### config.mk
export PLATFORM = sky130hd
export DESIGN_NAME = jtframe_rom_arb_flat
export DESIGN_NICKNAME = d
export VERILOG_FILES = /design/src/rtl/jtframe_rom_arb_if.sv /design/src/rtl/jtframe_rom_arb.sv /design/src/flat_wrapper.sv
export SDC_FILE = /design/constraint.sdc
export NUM_CORES = 1
export LEC_CHECK = 0
export BUFFER_PORTS_ARGS = -buffer_cell sky130_fd_sc_hd__buf_4
export CAP_MARGIN = 40
export CORE_UTILIZATION = 36
export DETAILED_ROUTE_END_ITERATION = 10
export SETUP_SLACK_MARGIN = 0.5
export SLEW_MARGIN = 5
export SYNTH_ARGS = -nofsm -noshare
export SYNTH_HDL_FRONTEND = slang
export SYNTH_SLANG_ARGS = --single-unit
### constraint.sdc
create_clock -name clk -period 3.19 [get_ports clk]
set_clock_uncertainty 0.1 [all_clocks]
set_input_delay 0.1595 -clock clk [delete_from_list [all_inputs] [get_ports clk]]
set_output_delay 0.1595 -clock clk [all_outputs]
set_load 0.03 [all_outputs]
### src/rtl/jtframe_rom_arb_if.sv
`default_nettype none
// ============================================================================
// Module      : jtframe_rom_arb_if
// Description : Bundle joining ROM requesters and an SDRAM read port to the
//               arbiter.
// Revision    : 1.0 - initial release
// ============================================================================
interface jtframe_rom_arb_if #(
    parameter int SLOTS = 4,
    parameter int AW    = 22
);
    logic [SLOTS-1:0]    slot_req;
    logic [SLOTS*AW-1:0] slot_addr;
    logic [31:0]         slot_dout;
    logic [SLOTS-1:0]    slot_ok;
    logic                sdram_req;
    logic [AW-1:0]       sdram_addr;
    logic                sdram_ack;
    logic                data_rdy;
    logic [31:0]         data_read;
    logic                downloading;
    logic                busy;

    // Arbiter side
    modport master (
        input  slot_req, slot_addr, sdram_ack, data_rdy, data_read, downloading,
        output slot_dout, slot_ok, sdram_req, sdram_addr, busy
    );

    // Requesters plus SDRAM controller side
    modport slave (
        output slot_req, slot_addr, sdram_ack, data_rdy, data_read, downloading,
        input  slot_dout, slot_ok, sdram_req, sdram_addr, busy
    );
endinterface
`default_nettype wire

### src/rtl/jtframe_rom_arb.sv
`default_nettype none
// ============================================================================
// Module      : jtframe_rom_arb
// Description : Round-robin arbiter sharing one SDRAM read port among SLOTS
//               ROM requesters, one transaction outstanding at a time.
// Revision    : 1.0 - initial release
// ============================================================================
module jtframe_rom_arb #(
    parameter int SLOTS = 4,
    parameter int AW    = 22
) (
    input  logic               clk,
    input  logic               rst,
    jtframe_rom_arb_if.master  bus
);
    localparam int c_IW = (SLOTS > 1) ? $clog2(SLOTS) : 1;
    localparam int c_SW = c_IW + 1;
    localparam logic [c_IW-1:0] c_LAST = c_IW'(SLOTS - 1);

    localparam logic [1:0] c_IDLE = 2'd0;
    localparam logic [1:0] c_ACK  = 2'd1;
    localparam logic [1:0] c_DATA = 2'd2;

    logic [1:0]       r_st;
    logic [c_IW-1:0]  r_rr;
    logic [c_IW-1:0]  r_g;
    logic             r_sdram_req;
    logic [AW-1:0]    r_sdram_addr;
    logic [SLOTS-1:0] r_slot_ok;
    logic [31:0]      r_slot_dout;

    logic [AW-1:0]    w_addr [SLOTS];
    logic [c_SW-1:0]  w_sum;
    logic [c_IW-1:0]  w_gsel;
    logic             w_found;
    logic [c_IW-1:0]  w_next_rr;
    logic             w_hit;

    genvar i;
    generate
        for (i = 0; i < SLOTS; i++) begin : g_addr
            assign w_addr[i] = bus.slot_addr[i*AW +: AW];
        end
    endgenerate

    // Scan offsets from the far end so the nearest requester after r_rr wins
    always_comb begin
        w_found = 1'b0;
        w_gsel  = '0;
        w_sum   = '0;
        for (int k = SLOTS - 1; k >= 0; k--) begin
            w_sum = {1'b0, r_rr} + c_SW'(k);
            if (w_sum >= c_SW'(SLOTS))
                w_sum = w_sum - c_SW'(SLOTS);
            if (bus.slot_req[w_sum[c_IW-1:0]]) begin
                w_found = 1'b1;
                w_gsel  = w_sum[c_IW-1:0];
            end
        end
    end

    assign w_next_rr = (r_g == c_LAST) ? '0 : r_g + 1'b1;
    // Data is only delivered if the requester still wants the same word
    assign w_hit     = bus.slot_req[r_g] && (w_addr[r_g] == r_sdram_addr);

    always_ff @(posedge clk or posedge rst) begin
        if (rst) begin
            r_st         <= c_IDLE;
            r_rr         <= '0;
            r_g          <= '0;
            r_sdram_req  <= 1'b0;
            r_sdram_addr <= '0;
            r_slot_ok    <= '0;
            r_slot_dout  <= '0;
        end else begin
            r_slot_ok <= '0;
            case (r_st)
                c_IDLE: begin
                    if (!bus.downloading && r_slot_ok == '0 && w_found) begin
                        r_g          <= w_gsel;
                        r_sdram_addr <= w_addr[w_gsel];
                        r_sdram_req  <= 1'b1;
                        r_st         <= c_ACK;
                    end
                end
                c_ACK: begin
                    if (bus.sdram_ack) begin
                        r_sdram_req <= 1'b0;
                        r_st        <= c_DATA;
                    end
                end
                c_DATA: begin
                    if (bus.data_rdy) begin
                        r_slot_dout <= bus.data_read;
                        r_rr        <= w_next_rr;
                        if (w_hit)
                            r_slot_ok[r_g] <= 1'b1;
                        r_st        <= c_IDLE;
                    end
                end
                default: r_st <= c_IDLE;
            endcase
        end
    end

    assign bus.slot_ok    = r_slot_ok;
    assign bus.slot_dout  = r_slot_dout;
    assign bus.sdram_req  = r_sdram_req;
    assign bus.sdram_addr = r_sdram_addr;
    assign bus.busy       = (r_st != c_IDLE);
endmodule
`default_nettype wire

### src/flat_wrapper.sv
// flat-port wrapper written by rule: the top's interface ports become plain ports
module jtframe_rom_arb_flat 
#(
    parameter int SLOTS = 4,
    parameter int AW    = 22
)
  (clk, rst, bus_slot_req, bus_slot_addr, bus_sdram_ack, bus_data_rdy, bus_data_read, bus_downloading, bus_slot_dout, bus_slot_ok, bus_sdram_req, bus_sdram_addr, bus_busy);
  jtframe_rom_arb_if #(.SLOTS(SLOTS), .AW(AW)) bus_i ();
  input  logic clk;
  input  logic rst;
  input wire logic [$bits(bus_i.slot_req)-1:0] bus_slot_req;
  input wire logic [$bits(bus_i.slot_addr)-1:0] bus_slot_addr;
  input wire logic [$bits(bus_i.sdram_ack)-1:0] bus_sdram_ack;
  input wire logic [$bits(bus_i.data_rdy)-1:0] bus_data_rdy;
  input wire logic [$bits(bus_i.data_read)-1:0] bus_data_read;
  input wire logic [$bits(bus_i.downloading)-1:0] bus_downloading;
  output wire logic [$bits(bus_i.slot_dout)-1:0] bus_slot_dout;
  output wire logic [$bits(bus_i.slot_ok)-1:0] bus_slot_ok;
  output wire logic [$bits(bus_i.sdram_req)-1:0] bus_sdram_req;
  output wire logic [$bits(bus_i.sdram_addr)-1:0] bus_sdram_addr;
  output wire logic [$bits(bus_i.busy)-1:0] bus_busy;
  assign bus_i.slot_req = bus_slot_req;
  assign bus_i.slot_addr = bus_slot_addr;
  assign bus_i.sdram_ack = bus_sdram_ack;
  assign bus_i.data_rdy = bus_data_rdy;
  assign bus_i.data_read = bus_data_read;
  assign bus_i.downloading = bus_downloading;
  assign bus_slot_dout = bus_i.slot_dout;
  assign bus_slot_ok = bus_i.slot_ok;
  assign bus_sdram_req = bus_i.sdram_req;
  assign bus_sdram_addr = bus_i.sdram_addr;
  assign bus_busy = bus_i.busy;
  jtframe_rom_arb #(.SLOTS(SLOTS), .AW(AW)) u_core (.clk(clk), .rst(rst), .bus(bus_i));
endmodule
==> results of run 1 <==
-- layout make-up --
class                   count  area (um2)  area share [%]
well taps                 140       175.2           2.778
inverters                   8       30.03          0.4762
clock inverters             6       43.79          0.6944
clock buffers              10       229.0           3.631
repair buffers            234        1861           29.50
multi-input cells         263        2337           37.06
flip-flops and latches     65        1630           25.85
-- registers in the layout, indices dropped and copies added (netlist names) --
| register | flops |
|---|---|
| u_core.bus.slot_ok | 4 |
| u_core.r_st | 2 |
| u_core.r_g | 2 |
| u_core.bus.sdram_req | 1 |
| u_core.bus.sdram_addr | 22 |
| u_core.r_rr | 2 |
| u_core.bus.slot_dout | 32 |
-- worst max-delay path, stage by stage (launching register included) --
cell	delay (ns)
dfrtp_1	0.54
inv_1	0.41
o31ai_1	0.13
or4_1	0.60
nor4_2	0.42
and4_1	0.25
-- cell usage in the layout (no fill, tap or decap), types with 3 or more instances in the layout --
cell / netlist / routed
a21oi_1: 7 / 7
and4_1: 4 / 4
buf_4: 1 / 197
clkbuf_16: 0 / 9
clkinvlp_4: 0 / 4
dfrtp_1: 65 / 64
dlygate4sd3_1: 0 / 35
ha_1: 4 / 4
inv_1: 8 / 7
mux2_2: 34 / 34
mux2i_1: 74 / 74
mux4_2: 8 / 8
nand2_1: 27 / 27
nor2_1: 13 / 13
nor3_1: 4 / 4
o21ai_0: 8 / 8
o221ai_1: 25 / 25
o22ai_1: 5 / 4
o2bb2ai_1: 3 / 3
xnor2_1: 12 / 12
xor2_1: 3 / 3
-- worst max-delay path by stage --
stage                                startpoint                       end  slack, ns  cells after the start
after CTS                         u_core.r_g[1]     u_core.bus.slot_ok[2]       0.57                      6
after global routing              u_core.r_g[0]     u_core.bus.slot_ok[1]       0.53                      5
final                             u_core.r_g[0]     u_core.bus.slot_ok[2]       0.67                      5
after detailed placement          u_core.r_g[1]     u_core.bus.slot_ok[2]       0.45                      6
after global placement            u_core.r_g[1]     u_core.bus.slot_ok[2]       0.57                      6
after floorplan           u_core.bus.slot_ok[0]  u_core.bus.sdram_addr[9]       0.94                      8
-- timing repair --
item	in CTS	in global routing
setup endpoints to repair	4	4
cloned	0	0
setup buffers	0	1
endpoints found under the hold margin	59	0
gates resized for setup	1	0
hold buffers	35	0
-- power breakdown --
group          total [mW]  switching (mW)  internal, mW  leakage, nW
sequential           1.61           0.401          1.21        0.797
clock               0.909           0.382         0.526        0.121
combinational        3.29            1.81          1.49         2.12
total                5.82            2.59          3.23         3.04
-- per-layer routing --
layer / up-vias / part of all wire (%)
met3: 23 / 5.0
met1: 1890 / 40
li1: 1805 / -
met4: 0 / 2.1
met2: 121 / 53
met5: - / 0
-- cells by family (layout without fill, tap and decap cells) --
| kind of cell | Yosys count | count (layout) | share of synthesized area (%) |
|---|---|---|---|
| adder cells (fa/ha/maj) | 4 | 4 | 1.213 |
| XOR/XNOR | 15 | 15 | 3.185 |
| buffers and inverters | 33 | 258 | 4.246 |
| flip-flops | 65 | 65 | 39.43 |
| multiplexers | 116 | 116 | 31.60 |
| AND/OR/NAND/NOR | 64 | 64 | 8.037 |
| AO/OA/AOI/OAI | 64 | 64 | 12.28 |
==> flow_metrics.tcl, run 1 <==
set metrics [dict create \
    cp.arrival_ns 2.69 \
    synth_edf_count 0 \
    max_cap_viol_count 0 \
    htreeDepth 3 \
    finalNonFillerCells 726 \
    timing.final.crit_share_pct 79.01 \
    die-area_um2 11890 \
    synth_cell_type_count 45 \
    initial_core_util_pct 37.56 \
    crit_path_end_kind "flop" \
    use_met3_pct 4.543 \
    final_core_util_pct 57.42 \
    rrSetupSlack_ns 0.67 \
    grt_max_degree 46 \
    r2r_end "u_core.bus.slot_ok[2]" \
    tightest_slew_ns 0.7730 \
    antenna_found_initial 0 \
    post-synth-top-count-cell "mux2i_1" \
    synth-seq-cells 65 \
    antennaDiodeCount 0 \
    fin_nets 714 \
    ys_dominant_reg_cell "dfrtp_1" \
    use_met1_pct 27.69 \
    antenna_left 0 \
    status "completed" \
    place_area_um2 5669 \
    start_kind "flop" \
    criticalPathCategory "reg2reg" \
    worst-path-max-fanout 13 \
    dp_cells 674 \
    drive_above_1_share_pct 45.22 \
    syn_nets 494 \
    die_h_um 109.0 \
    core_area_um2 10980 \
    fin_area_um2 6306 \
    totalWireLength_mm 13.37 \
    grt_overflow 0 \
    required_ns 3.36 \
    firstDrtPassIters 4 \
    port_buffers 188 \
    holdWs_ns 0.05269 \
    peakVddDrop_v 0.0005357 \
    syn_inst 361 \
    globalplace.congestion 0.8226 \
    clkLatencyLatePin_ns 0.34 \
    max_freq_mhz 396.7 \
    final_max_slew_viol_count 0 \
    num_rows 38 \
    cts_made_buffers 9 \
    globalRouteMet2Util_pct 41.02 \
    avgRoutedWirePerCell_um 18.42 \
    yosys-top-cells-count "mux2i_1 (74), dfrtp_1 (65), mux2_2 (34), nand2_1 (27), o221ai_1 (25)" \
    num_io_pins 189 \
    hp-class "in2reg" \
    rsz0062_at_grt "no" \
    p_per_area_nw_per_um2 922.4 \
    hold_viol_final 0 \
    drc 0 \
    holdPathStages 3 \
    dp_hpwl_mm 9.759 \
    place_ws_ns 0.4497 \
    reg2reg_depth 5 \
    hp-start "bus_slot_addr[57]" \
    clockBufferDepth 2 \
    fill_cells 960 \
    vias_per_cell 5.288 \
    whs_endpoint "u_core.bus.sdram_addr[13]" \
    syn-cell-area_um2 4125 \
    synthArstFlopShare_pct 100.0 \
    ys_seq_area_share_pct 39.43 \
    clock-sinks 65 \
    grt_pass1_vias 4081 \
    clockRootBuffer "clkbuf_16" \
    grt_pass1_wl_mm 20.68 \
    die_w_um 109.0 \
    r2r-start "u_core.r_g[0]" \
    globalRouteTotalUtil_pct 23.29 \
    yosysTopAreaCellShare_pct 39.43 \
    avgSynthCellArea_um2 11.43 \
    layout_setup_ws_ns 0.6695 \
    drt_iter0_drc 168 \
    vias 3839 \
    netlist.top_cell.by_area "dfrtp_1" \
    synth_warnings 0 \
    synthToLayoutAreaGrowth_pct 52.87 \
    fin_setup_tns_ns 0 \
    clk_pin_slew_ns 0.06 \
    power.total_mw 5.817 \
    min_period_ns 2.521 \
    p_leak_nw 3.043 \
    synth.area.top_cells "dfrtp_1 (39%), mux2i_1 (18%), mux2_2 (9.3%)" \
    grt-busiest-layer "met2" \
    finalSetupViolCount 0 \
    slew-limit-headroom_pct 48.47 \
    tritoncts "done" \
]
Power figures use the tool's default switching activity.
==> inputs of run 2 (changes only) <==
- PLACE_DENSITY: unset -> 0.67
- clock period: 3.19 -> 2.14 ns (I/O delays scaled with it)
==> run 2 against run 1 <==
- the flow now finishes with violations (setup timing)
- final cell count up 5.6%
- critical path depth up 3
- fmax up 9.8%
- non-clock buffer count up 38
- count of clock-buffer cells in the layout unchanged
- first-iteration DRC count down 0.60%
- critical path type unchanged
- largest cell class unchanged
- highest routed layer is now met5
==> flow_metrics.tcl, run 2 (synthesized netlist as in run 1, its figures left out) <==
set metrics [dict create \
    status "finished with violations" \
    violations "setup timing" \
    crit_slowest_cell "dfrtp_2" \
    globalRouteTotalUtil_pct 24.93 \
    p_leak_nw 3.378 \
    avgRoutedWirePerCell_um 19.46 \
    tritoncts "done" \
    clockRootBuffer "clkbuf_16" \
    vias 4187 \
    grt_pass1_wl_mm 22.17 \
    num_io_pins 189 \
    use_met1_pct 30.73 \
    timing.final.crit_share_pct 107.3 \
    required_ns 2.30 \
    drt_iter0_drc 167 \
    slew-limit-headroom_pct 64.00 \
    die_h_um 109.0 \
    globalplace.congestion 0.8108 \
    fin_setup_tns_ns -0.6010 \
    layout_setup_ws_ns -0.1555 \
    grt-busiest-layer "met2" \
    r2r-start "u_core.r_g[1]" \
    place_area_um2 5836 \
    reg2reg_depth 8 \
    critPathTopFamily "simple AND/OR/NAND/NOR gates" \
    vias_per_cell 5.459 \
    num_rows 38 \
    fin_nets 755 \
    tightest_slew_ns 0.5388 \
    final_cell_mix "buf_4 (214), mux2i_1 (69), dfrtp_1 (61), dlygate4sd3_1 (35), mux2_2 (33)" \
    clk_pin_slew_ns 0.06 \
    fin_area_um2 7153 \
    final_common_cell "buf_4" \
    cp-startpoint "u_core.r_g[1]" \
    worst-path-max-fanout 11 \
    rsz0062_at_grt "yes" \
    use_met3_pct 5.559 \
    hp-class "in2reg" \
    drive_above_1_share_pct 57.58 \
    max_stage_delay_ns 0.44 \
    dp_hpwl_mm 9.752 \
    die-area_um2 11890 \
    crit_chain "buf_12 > buf_4 > mux2i_2 > buf_4 > a2111oi_4 > o221ai_2 > nor4_4 > and4_1" \
    finalNonFillerCells 767 \
    clkLatencyLatePin_ns 0.33 \
    globalRouteMet2Util_pct 43.08 \
    worstPathBufferInverterCount 3 \
    crit_path_end_kind "flop" \
    port_buffers 188 \
    criticalPathCategory "reg2reg" \
    initial_core_util_pct 37.56 \
    die_w_um 109.0 \
    crit_top_cell "buf_4" \
    hold_viol_final 0 \
    grt_overflow 0 \
    totalWireLength_mm 14.93 \
    largest_reg_flops 32 \
    antennaDiodeCount 0 \
    synthToLayoutAreaGrowth_pct 73.40 \
    clockBufferDepth 2 \
    htreeDepth 3 \
    p_per_area_nw_per_um2 1400 \
    antenna_left 0 \
    peakVddDrop_v 0.0007413 \
    final_core_util_pct 65.13 \
    start_kind "flop" \
    final_max_slew_viol_count 0 \
    firstDrtPassIters 4 \
    max_freq_mhz 435.6 \
    cts_made_buffers 9 \
    drc 0 \
    cp.arrival_ns 2.46 \
    grt_pass1_vias 4285 \
    clock-sinks 65 \
    max_cap_viol_count 0 \
    place_ws_ns -0.1317 \
    finalSetupViolCount 4 \
    min_period_ns 2.296 \
    hp-start "bus_slot_addr[58]" \
    core_area_um2 10980 \
    antenna_found_initial 1 \
    dp_cells 689 \
    holdPathStages 3 \
    worstSetupPathDepth 8 \
    grt_max_degree 46 \
]
[run 2: cell types whose count changed in the layout (fill, tap and decap cells not counted), sizes merged]
cell      delta
clkbuf       +1
clkinv       +1
clkinvlp     +1
or2          +3
inv          -2
buf         +37
[run 2: power by group]
| part | internal [mW] | switching (mW) | total, mW |
|---|---|---|---|
| registers | 1.80 | 0.595 | 2.40 |
| logic | 2.96 | 3.25 | 6.21 |
| clock network | 0.815 | 0.585 | 1.40 |
[run 2: final cells by class]
cell class,instances,area [um2]
fill,861,3830
clock buffer,10,239.0
timing repair buffer,272,2320
clock inverter,6,41.29
inverter,8,37.54
tap,140,175.2
sequential,65,1632
multi-input combinational,266,2709
[run 2: worst paths after layout]
| kind | end | slack [ns] |
|---|---|---|
| max reg2reg | u_core.bus.slot_ok[0] | -0.16 |
| min in group asynchronous | u_core.bus.slot_dout[29] | 0.29 |
| min reg2reg | u_core.bus.slot_dout[25] | 0.41 |
| max in group asynchronous | u_core.r_st[0] | 1.07 |
| max | u_core.bus.slot_ok[0] | -0.16 |
| min | u_core.bus.sdram_addr[14] | 0.004 |
[run 2: worst min-delay path, delay by kind of cell]
| family | cells | cell delay, ns |
|---|---|---|
| buffers and inverters | 1 | 0.08 |
| AOI/OAI and AO/OA | 1 | 0.14 |
| muxes | 1 | 0.07 |
[run 2: routing by layer]
layer	vias to the layer above	routed length, um
li1	1905	-
met1	2074	5936
met2	177	7568
met3	29	1044
met4	2	366
met5	-	14
[run 2: through the flow]
stage          hold WS (ns)  power, mW
3_3_place_gp        0.08205      7.370
2_1_floorplan        0.1143      5.710
6_report           0.003938      10.01
4_1_cts           0.0001633      9.588
5_1_grt             0.01430      10.49
3_5_place_dp        0.08029      7.478
[run 2: what timing repair did]
action	4_1_cts	5_1_grt
setup buffers	13	6
cloned	6	2
resized for setup	50	39
hold endpoints to repair	54	0
pin swaps	28	23
hold buffers	35	0
setup endpoints to repair	61	63
==> inputs of run 3 (changes only) <==
- HOLD_SLACK_MARGIN: unset -> 0.05
==> run 3 against run 2 <==
- the run still ends with setup timing left
- utilization rose by 6.7 points
- hold slack improved by 0.049 ns
- via count grew 11%
- clock power about the same
- flip-flop and latch count unchanged
- sequential share of layout area fell by 2.1 points
- sequential power about the same
- critical path depth is 1 lower
- critical path type unchanged
- critical endpoint unchanged
- largest cell class is now non-clock buffers
==> flow_metrics.tcl, run 3 (synthesized netlist as in run 1, its figures left out) <==
set metrics [dict create \
    status "finished with violations" \
    violations "setup timing" \
    slew-limit-headroom_pct 63.85 \
    die-area_um2 11890 \
    place_area_um2 5836 \
    htreeDepth 3 \
    globalRouteTotalUtil_pct 28.34 \
    worstPathBufferInverterCount 1 \
    start_kind "flop" \
    dp_cells 689 \
    hp-class "in2reg" \
    largest_reg_flops 32 \
    final_core_util_pct 71.82 \
    dp_hpwl_mm 9.752 \
    drive_above_1_share_pct 50.07 \
    initial_core_util_pct 37.56 \
    holdWs_ns 0.05329 \
    vias_per_cell 5.478 \
    port_buffers 188 \
    avgRoutedWirePerCell_um 19.85 \
    tightest_slew_ns 0.5411 \
    max_freq_mhz 431.9 \
    core_area_um2 10980 \
    final_common_cell "buf_4" \
    peakVddDrop_v 0.0006961 \
    criticalPathCategory "reg2reg" \
    p_leak_nw 3.681 \
    required_ns 2.30 \
    globalplace.congestion 0.8108 \
    final_max_slew_viol_count 0 \
    antenna_found_initial 1 \
    clk_pin_slew_ns 0.06 \
    die_h_um 109.0 \
    cp.arrival_ns 2.48 \
    clockRootBuffer "clkbuf_16" \
    crit_slowest_cell "dfrtp_2" \
    fin_area_um2 7888 \
    clockBufferDepth 2 \
    crit_path_end_kind "flop" \
    clkLatencyLatePin_ns 0.33 \
    vias 4634 \
    final_cell_mix "buf_4 (213), dlygate4sd3_1 (117), mux2i_1 (69), dfrtp_1 (61), mux2_2 (33)" \
    totalWireLength_mm 16.80 \
    tritoncts "done" \
    finalSetupViolCount 4 \
    fin_setup_tns_ns -0.6861 \
    p_per_area_nw_per_um2 1281 \
    timing.final.crit_share_pct 108.2 \
    clock-sinks 65 \
    drc 0 \
    finalNonFillerCells 846 \
    die_w_um 109.0 \
    hold_viol_final 0 \
    layout_setup_ws_ns -0.1754 \
    rsz0062_at_grt "yes" \
    worst-path-max-fanout 11 \
    min_period_ns 2.315 \
    antenna_left 0 \
    grt_pass1_vias 4895 \
    fill_cells 741 \
    synthToLayoutAreaGrowth_pct 91.20 \
    cts_made_buffers 9 \
    grt_pass1_wl_mm 25.07 \
    critPathTopFamily "compound AO/OA/AOI/OAI gates" \
    power.total_mw 10.10 \
    drt_iter0_drc 179 \
    place_ws_ns -0.1317 \
    max_stage_delay_ns 0.44 \
    firstDrtPassIters 4 \
    max_cap_viol_count 0 \
    fin_nets 833 \
    crit_chain "buf_12 > mux2i_2 > a22o_1 > a2111oi_4 > o221ai_2 > nor4_4 > and4_1" \
    grt_max_degree 46 \
    num_rows 38 \
    num_io_pins 189 \
    grt_overflow 0 \
]
-- run 3: worst paths after layout --
path	startpoint	to	slack [ns]	depth (start not counted)
hold reg to reg	u_core.bus.slot_dout[25]	u_core.bus.slot_dout[25]	0.41	1
setup reg to reg	u_core.r_g[1]	u_core.bus.slot_ok[0]	-0.18	7
setup / recovery	u_core.r_g[1]	u_core.bus.slot_ok[0]	-0.18	7
max in group asynchronous	rst	u_core.r_st[0]	1.07	4
min in group asynchronous	rst	u_core.bus.slot_dout[29]	0.29	3
hold / removal	bus_slot_addr[30]	u_core.bus.sdram_addr[8]	0.05	3
-- run 3: power breakdown --
group          total, mW  switching [mW]  internal [mW]
logic               6.30            3.30           3.00
registers           2.40           0.598           1.80
clock network       1.40           0.587          0.815
total               10.1            4.48           5.62
-- run 3: area by class of cell --
class	count	area (um2)	area share [%]
multi-input cells	266	2675	33.92
repair buffers	350	3085	39.12
inverters	8	37.54	0.4759
well taps	140	175.2	2.221
diodes	1	2.502	0.03173
clock buffers	10	239.0	3.030
clock inverters	6	41.29	0.5235
flip-flops and latches	65	1632	20.69
-- run 3: tightest hold or removal path: stages --
cell      delay (ns)
buf_4           0.08
mux2i_1         0.08
o221ai_2        0.18
-- run 3: layer usage --
| layer | track usage [%] | vias up | part of all wire [%] | wire length (um) |
|---|---|---|---|---|
| met4 | 15.15 | 0 | 3.7 | 617 |
| met3 | 6.754 | 53 | 6.9 | 1155 |
| met2 | 49.01 | 213 | 51 | 8643 |
| met5 | 0 | - | 0 | 0 |
| li1 | - | 2066 | - | - |
| met1 | 32.15 | 2302 | 38 | 6379 |
-- run 3: what timing repair did --
| action | in CTS | in global routing |
|---|---|---|
| buffers inserted | 13 | 3 |
| pin swaps | 28 | 15 |
| hold endpoints to repair | 78 | 0 |
| resized for setup | 50 | 32 |
| cloned | 6 | 1 |
| setup endpoints to repair | 61 | 63 |
| hold buffers | 117 | 0 |
